--- config.mk ---
export PLATFORM = sky130hd
export DESIGN_NAME = debug_uart_tx
export DESIGN_NICKNAME = d
export VERILOG_FILES = /design/src/rtl/debug_uart_pkg.sv /design/src/rtl/debug_uart_fifo.sv /design/src/rtl/debug_uart_tx.sv
export SDC_FILE = /design/constraint.sdc
export NUM_CORES = 1
export LEC_CHECK = 0
export ABC_AREA = 1
export CORE_ASPECT_RATIO = 1.1
export CORE_MARGIN = 5
export CORE_UTILIZATION = 50
export DETAILED_ROUTE_END_ITERATION = 6
export PLACE_DENSITY_LB_ADDON = 0.15
export SETUP_SLACK_MARGIN = 0.02
export SLEW_MARGIN = 5
export SYNTH_ARGS = -nofsm -noshare
export SYNTH_HDL_FRONTEND = slang
export SYNTH_SLANG_ARGS = --single-unit
--- constraint.sdc ---
create_clock -name clk -period 8.1 [get_ports clk]
set_clock_uncertainty 0.1 [all_clocks]
set_input_delay 2.025 -clock clk [delete_from_list [all_inputs] [get_ports clk]]
set_output_delay 2.025 -clock clk [all_outputs]
set_load 0.01 [all_outputs]
--- src/rtl/debug_uart_pkg.sv ---
// Shared types and constants for the debug UART transmit port.
// STATUS layout: busy, full, empty, overflow, saturated count.
package debug_uart_pkg;

  typedef enum logic [1:0] {IDLE, START, DATA, STOP} tx_state_t;

  localparam int STAT_BUSY      = 0;
  localparam int STAT_FULL      = 1;
  localparam int STAT_EMPTY     = 2;
  localparam int STAT_OVERFLOW  = 3;
  localparam int STAT_COUNT_LSB = 4;

  localparam logic [31:0] STATUS_OFFSET = 32'd4;

  // The lowest enabled byte lane carries the character.
  function automatic logic [7:0] select_lane(input logic [31:0] data,
                                             input logic [3:0]  we);
    if (we[0])      return data[7:0];
    else if (we[1]) return data[15:8];
    else if (we[2]) return data[23:16];
    else if (we[3]) return data[31:24];
    else            return 8'h00;
  endfunction

  function automatic logic [3:0] sat_count(input logic [31:0] c);
    return (c > 32'd15) ? 4'hf : c[3:0];
  endfunction

endpackage

--- src/rtl/debug_uart_fifo.sv ---
// Synchronous byte FIFO with extra-MSB pointers for full/empty detection.
// A push while full is taken only when a pop happens in the same cycle.
module debug_uart_fifo #(
  parameter int DEPTH = 8
) (
  input  logic                     clk,
  input  logic                     reset_n,
  input  logic                     push,
  input  logic                     pop,
  input  logic [7:0]               wdata,
  output logic [7:0]               rdata,
  output logic                     full,
  output logic                     empty,
  output logic [$clog2(DEPTH):0]   count
);

  localparam int AW = $clog2(DEPTH);

  logic [7:0]  mem [DEPTH];
  logic [AW:0] wr_ptr;
  logic [AW:0] rd_ptr;
  logic        do_push;
  logic        do_pop;

  assign empty   = (wr_ptr == rd_ptr);
  assign full    = (wr_ptr[AW] != rd_ptr[AW]) && (wr_ptr[AW-1:0] == rd_ptr[AW-1:0]);
  assign count   = wr_ptr - rd_ptr;
  assign do_pop  = pop && !empty;
  assign do_push = push && (!full || do_pop);
  assign rdata   = mem[rd_ptr[AW-1:0]];

  always_ff @(posedge clk or negedge reset_n) begin
    if (!reset_n) begin
      wr_ptr <= '0;
      rd_ptr <= '0;
    end else begin
      if (do_push) wr_ptr <= wr_ptr + 1'b1;
      if (do_pop)  rd_ptr <= rd_ptr + 1'b1;
    end
  end

  // Storage needs no reset; the pointers define what is valid.
  always_ff @(posedge clk) begin
    if (do_push) mem[wr_ptr[AW-1:0]] <= wdata;
  end

endmodule

--- src/rtl/debug_uart_tx.sv ---
// Memory-mapped debug character port: byte stores are queued and sent 8N1, LSB first.
// Build option DEBUG_UART_TX_STALL_EN stalls the core on a full FIFO instead of dropping.
module debug_uart_tx #(
  parameter logic [31:0] BASE_ADDR    = 32'hf00000d0,
  parameter int          CLKS_PER_BIT = 217,
  parameter int          FIFO_DEPTH   = 8
) (
  input  logic        clk,
  input  logic        reset_n,
  input  logic [31:0] address_i,
  input  logic [31:0] data_i,
  input  logic [3:0]  data_w_i,
  input  logic        data_access_i,
  output logic [31:0] data_o,
  output logic        stall_o,
  output logic        tx_o,
  output logic        irq_o
);

  import debug_uart_pkg::*;

  localparam int          AW          = $clog2(FIFO_DEPTH);
  localparam int          CW          = (CLKS_PER_BIT > 1) ? $clog2(CLKS_PER_BIT) : 1;
  localparam logic [31:0] STATUS_ADDR = BASE_ADDR + STATUS_OFFSET;

  logic        data_wr;
  logic        status_rd;
  logic        push;
  logic        pop;
  logic [7:0]  fifo_rdata;
  logic        fifo_full;
  logic        fifo_empty;
  logic [AW:0] fifo_count;
  logic        overflow;

  tx_state_t   state, next_state;
  logic [CW-1:0] baud_cnt, next_baud;
  logic [2:0]  bit_idx, next_idx;
  logic [7:0]  shift, next_shift;
  logic        tx_q, next_tx;
  logic        irq_q;
  logic        bit_done;
  logic [31:0] status;

  assign data_wr   = data_access_i && (address_i == BASE_ADDR) && (data_w_i != 4'b0000);
  assign status_rd = data_access_i && (address_i == STATUS_ADDR) && (data_w_i == 4'b0000);
  assign push      = data_wr && (!fifo_full || pop);

  debug_uart_fifo #(.DEPTH(FIFO_DEPTH)) u_fifo (
    .clk     (clk),
    .reset_n (reset_n),
    .push    (push),
    .pop     (pop),
    .wdata   (select_lane(data_i, data_w_i)),
    .rdata   (fifo_rdata),
    .full    (fifo_full),
    .empty   (fifo_empty),
    .count   (fifo_count)
  );

`ifdef DEBUG_UART_TX_STALL_EN
  // Hold the core until the transmitter frees a slot; nothing is ever dropped.
  assign stall_o  = data_wr && fifo_full && !pop;
  assign overflow = 1'b0;
`else
  logic status_wr;

  assign stall_o   = 1'b0;
  assign status_wr = data_access_i && (address_i == STATUS_ADDR) && (data_w_i != 4'b0000);

  always_ff @(posedge clk or negedge reset_n) begin
    if (!reset_n)
      overflow <= 1'b0;
    else if (status_wr)
      overflow <= 1'b0;
    else if (data_wr && fifo_full && !pop)
      overflow <= 1'b1;
  end
`endif

  assign bit_done = (baud_cnt == CW'(CLKS_PER_BIT - 1));

  always_comb begin
    next_state = state;
    next_baud  = baud_cnt;
    next_idx   = bit_idx;
    next_shift = shift;
    pop        = 1'b0;
    case (state)
      IDLE: begin
        if (!fifo_empty) begin
          pop        = 1'b1;
          next_shift = fifo_rdata;
          next_state = START;
          next_baud  = '0;
        end
      end
      START: begin
        if (bit_done) begin
          next_state = DATA;
          next_baud  = '0;
          next_idx   = 3'd0;
        end else begin
          next_baud = baud_cnt + CW'(1);
        end
      end
      DATA: begin
        if (bit_done) begin
          next_baud = '0;
          if (bit_idx == 3'd7) next_state = STOP;
          else                 next_idx   = bit_idx + 3'd1;
        end else begin
          next_baud = baud_cnt + CW'(1);
        end
      end
      STOP: begin
        if (bit_done) begin
          next_state = IDLE;
          next_baud  = '0;
        end else begin
          next_baud = baud_cnt + CW'(1);
        end
      end
      default: next_state = IDLE;
    endcase
  end

  // The line level is registered from the next state so tx_o is glitch-free.
  always_comb begin
    next_tx = 1'b1;
    case (next_state)
      START:   next_tx = 1'b0;
      DATA:    next_tx = next_shift[next_idx];
      default: next_tx = 1'b1;
    endcase
  end

  always_ff @(posedge clk or negedge reset_n) begin
    if (!reset_n) begin
      state    <= IDLE;
      baud_cnt <= '0;
      bit_idx  <= 3'd0;
      shift    <= 8'h00;
      tx_q     <= 1'b1;
      irq_q    <= 1'b1;
    end else begin
      state    <= next_state;
      baud_cnt <= next_baud;
      bit_idx  <= next_idx;
      shift    <= next_shift;
      tx_q     <= next_tx;
      irq_q    <= fifo_empty && (state == IDLE);
    end
  end

  always_comb begin
    status                            = 32'h0;
    status[STAT_BUSY]                 = (state != IDLE);
    status[STAT_FULL]                 = fifo_full;
    status[STAT_EMPTY]                = fifo_empty;
    status[STAT_OVERFLOW]             = overflow;
    status[STAT_COUNT_LSB +: 4]       = sat_count(32'(fifo_count));
  end

  assign data_o = status_rd ? status : 32'h0;
  assign tx_o   = tx_q;
  assign irq_o  = irq_q;

endmodule

# == After elaboration in Yosys (flattened, before gate mapping) ==
# Memory sizes are Yosys's and may differ from the RTL's.
# Cells that the tools add are included.
# op_classes
add_sub_neg,5
magnitude_cmp,1
eq_ne,13
n_mux,29
n_reduce_logical,23
# op_table
operator,count
8-bit 2-to-1 mux,9
"32-bit equality test, second input constant",2
8-bit one-hot mux with 2 select lines,1
1-bit logical AND,12
2-bit 2-to-1 mux,5
3-bit 2-to-1 mux,3
"4-bit by 1-bit adder with 4-bit output, second input constant",2
"8-bit by 1-bit adder with 8-bit output, second input constant",1
"8-bit equality test, second input constant",1
2-bit one-hot mux with 4 select lines,1
1-bit 2-to-1 mux,7
"2-bit equality test, second input constant",3
3-bit one-hot mux with 2 select lines,1
"2-bit by 1-bit equality test with 1-bit output, second input constant",2
4-bit equality test,1
4-bit logical NOT,1
"3-bit by 4-bit < comparator with 1-bit output, second input constant",1
2-bit nonzero test,2
4-bit nonzero test,1
4-bit subtractor,1
"3-bit by 1-bit adder with 3-bit output, second input constant",1
1-bit binary-select mux with 3-bit select,1
3-bit equality test,1
"3-bit equality test, second input constant",1
other kinds (7),10
# word_totals
regBits,32
mem_bits_rw,64
in_bits,71
out_inout_bits,35
elab_cells,81
memories,1
# mem_list
memory,words,word_bits,read_ports,rd_clocked_by_memory_dff,write_ports,line,source
u_fifo.mem,8,8,1,0,1,debug_uart_fifo.sv:19,logic [7:0] mem [DEPTH];

# == Longest topological paths before layout ==
# logic_depth
word_depth,8
depth_mapped,20
mapped_depth_nobuf,18

# == Hierarchy ==
# Synthesis repeated with hierarchy kept, for this count alone.
# unflattened
hier_cells,601
area_unflattened_um2,5290.1
# modules_own_cells
module,n_inst,cells_per_inst,area_per_inst_um2,seq_area_each_um2
debug_uart_fifo,1,304,3248.1,2122.0
debug_uart_tx,1,297,2042.0,603.1

# == Worst setup path after synthesis ==
# OpenSTA, ideal clock, no wires.
# synth_timing
path_kind,input to output
start,in data_w_i[1]
end,out data_o[0]
arrival_ns,3.075
required_time_ns,5.975
path_slack_ns,2.900
stages,4
n_path_buf,1
cell_sequence,clkbuf_1 nor4_1 nand3_1 nor2_1
# synth_via
elab_chain_cells,3
# synth_lines
element,line,source
"start, declared",debug_uart_tx.sv:12,"input logic [3:0] data_w_i,"
4-bit logical NOT,debug_uart_tx.sv:46,assign status_rd = data_access_i && (address_i == STATUS_ADDR) && (data_w_i == 4'b0000);
1-bit logical AND,debug_uart_tx.sv:46,
8-bit 2-to-1 mux,debug_uart_tx.sv:165,assign data_o = status_rd ? status : 32'h0;
"end, declared",debug_uart_tx.sv:14,"output logic [31:0] data_o,"
# No other way between the ends.

# == Worst setup path after layout ==
# layout_timing
start,in data_w_i[0]
end,out data_o[5]
# The elaborated chain is that of the path after synthesis.

==> qor.txt <==
outcome - completed
Post-synth EDFFs - 64
CTS Sinks - 96
Synth area leaders - edfxtp_1 (36%), dfrtp_1 (14%), nand2_1 (11%)
total CTS buffers - 9
Post-CTS Setup Inserts - 0
synth warn - 0
slowest CP cell - nor4_1
Overall Global Routing Usage - 19.3%
fin cells - 839
Min-Delay Path Class - reg -> reg
Static Leak - 2.78 nW
Die W - 108 um
post_cts resized - 0
CTS tree - done
Die Y - 118 um
hold path endpoint - shift[3]
vias per inst - 4.84
num rows - 39
crit path launch type - primary input
total grt overflow - 0
count of final hold-check violations - 0
die area - 0.0128 mm2
DRC viols - 0
Synth top area share - 36.2%
setup TNS - 0 ns
Clock Pin Slew Worst Setup and Hold Paths - 0.07 ns
CP Buf/Inv Count - 2
worst reg2reg path endpoint - u_fifo.mem[1][7]
clock buffer depth - 2
Synth Area per Inst - 8.71 um2
xor/xnor cell area share of the yosys netlist - 1.98%
first-pass GRT wire length - 19,300 um
maxcap violations - 0
critical path cell sequence - clkdlybuf4s50_1 -> nor4_1 -> nand3_1 -> nor2_1 -> clkdlybuf4s50_1
count of pins over their slew limit - 0
FMAX - 0.153 GHz
placed instance count - 823
H-tree depth - 3
Fillers - 896
drt first pass iters - 5
critical path arrival - 4.41 ns
r2r startpoint - u_fifo.rd_ptr[1]
Async S/R FF share, synth - 33.3%
Crit. End Element - output pin
critical path type - in -> out
initial antenna violation count - 0
largest family of logic cells by synthesized area - simple AND/OR/NAND/NOR gates
number of port buffers - 80
minimum clock period - 6.53 ns
count of cell types in the netlist - 40
commonest non-fill, non-tap cell in the layout - nand2_1
Required @ worst endpoint - 5.98 ns
# diodes - 0
Core Box Area - 0.0104 mm2
main flop type after synthesis - edfxtp_1
largest net degree at the start of global routing - 45
synthesized cell area - 0.00531 mm2
Final HPWL DP - 8370 um
hold path start - shift[3]
Max Fanout on Critical Path - 11
number of global-route vias before repair - 4,106
leading area contributor after synthesis - edfxtp_1
Initial DRC Count - 266
mux contribution to synthesized area - 0%
worst reg-to-reg setup slack - 4.40 ns
Critical Path Max Stage Delay - 0.70 ns
Avg WL per Cell - 13.7 um
final-report setup violation count - 0
total routed wirelength - 11,500 um
part of the Yosys area used for sequential elements - 51.3%
FF+latch count, synth - 96
post-synthesis compound-gate area fraction - 4.95%
crit path launch - data_w_i[0]
Starting Density - 51.1%
GPL Wtd Cong - 0.789
commonest non-fill, non-tap cells in the layout - nand2_1 (151), clkdlybuf4s50_1 (80), inv_1 (76)
Hold Path Cell Cnt - 2
nets - 776
clock root cell - clkbuf_16
CP top delay family - simple AND/OR/NAND/NOR gates
Worst slew margin - 35.7%
Area Overhead vs Synth - 21.2%
post-route ant nets - 0
Skew-Pair Late Insertion Delay - 0.34 ns
share of cells above drive strength 1 - 8.19%
CTS Hold Bufs - 0
IO Pins - 106
Gate Count Post-Synth - 610
via count of the routed design - 4,059
RSZ-0062 raised after global routing - no
R2R cell count - 11
slew of the pin with the lowest slew margin - 0.960 ns
VDD IR max - 0.0912 mV
multi-input logic area - 0.00209 mm2
fraction of the mapped netlist area in simple logic gates - 26.9%
CP most frequent cell - clkdlybuf4s50_1
adder-cell share of the synthesized area - 3.44%
PD cells - 155 mW/mm2
FF+latch area - 0.00273 mm2
Final Cycle Share - 80.6%
## registers in the layout (all words and copies together) (netlist names)
name and count:
u_fifo.mem 64, baud_cnt 8, shift 8, u_fifo.rd_ptr 4, u_fifo.wr_ptr 4, bit_idx 3, state 2, irq_o 1
overflow 1, tx_o 1
## logic make-up after synthesis
family / after synthesis
and+or+nand+nor: 317
AOI/OAI and AO/OA: 47
other: 1
DFF: 96
adders and majority gates: 14
xor gates and xnor gates: 12
buffers and inverters: 123
## report_power, final
group | total [W] | switching (W) | internal, W
combinational | 0.0000675 | 0.0000319 | 0.0000356
clock | 0.000404 | 0.000189 | 0.000214
sequential | 0.000528 | 0.000000000000580 | 0.000528
## layout make-up
type | instances | share of cell area (%)
Sequential cell | 96 | 42.3
Tap cell | 143 | 2.78
Multi-Input combinational cell | 415 | 32.4
Timing Repair Buffer | 86 | 13.1
Clock buffer | 9 | 3.50
Clock inverter | 7 | 0.933
Inverter | 83 | 4.95
## worst register-to-register path: stages (launching register included)
cell and delay, ns:
dfrtp_1 0.83, inv_2 0.37, ha_1 0.42, nand2_1 0.13, nor3_1 0.08, inv_2 0.07
nor2_1 0.05, or2_4 0.26, nor2_4 0.18, nand2_2 0.12, nor3_1 0.53, buf_4 0.28
## per-stage QoR
stage          worst slack [ns]  power [W]  cell area [um2]  hold slack (ns)  util, %
5_1_grt                    1.30    0.00104             6440            0.412     62.0
6_report                   1.57   0.000999             6440            0.379     62.0
4_1_cts                    1.56    0.00101             6440            0.386     62.0
3_5_place_dp               1.56   0.000606             6150            0.366     59.2
2_1_floorplan              2.90   0.000570             5400            0.345        -
3_3_place_gp               1.58   0.000604             6150            0.360     59.2
## synthesized netlist by cell type, types with 2 or more instances
| master | n |
|---|---|
| buf_2 | 8 |
| dfrtp_1 | 30 |
| a21oi_1 | 15 |
| nand2_4 | 2 |
| ha_1 | 13 |
| nor4_1 | 6 |
| nand2_2 | 11 |
| nor2_4 | 3 |
| nor3_1 | 11 |
| edfxtp_1 | 64 |
| o21ai_1 | 2 |
| o21ai_0 | 18 |
| xnor2_1 | 3 |
| clkbuf_1 | 3 |
| inv_1 | 76 |
| nand4_1 | 13 |
| nand3_1 | 43 |
| inv_2 | 6 |
| dfstp_2 | 2 |
| o22ai_1 | 5 |
| buf_4 | 28 |
| xor2_1 | 9 |
| nand2_1 | 151 |
| nor2_1 | 69 |
| nand3_2 | 3 |
| nand2_8 | 2 |
## worst max path at each step
stage          depth (start not counted)   endpoint
4_1_cts                                5  data_o[3]
3_5_place_dp                           5  data_o[0]
6_report                               5  data_o[5]
2_1_floorplan                          4  data_o[0]
3_3_place_gp                           5  data_o[2]
5_1_grt                                5  data_o[5]
## routing by layer
layer	wire length, um	global-route usage [%]
met1	4580	22.3
met3	534	4.39
met4	123	6.39
met2	6250	34.9
met5	0	0
Note: power is estimated with default switching activity, not from simulation.
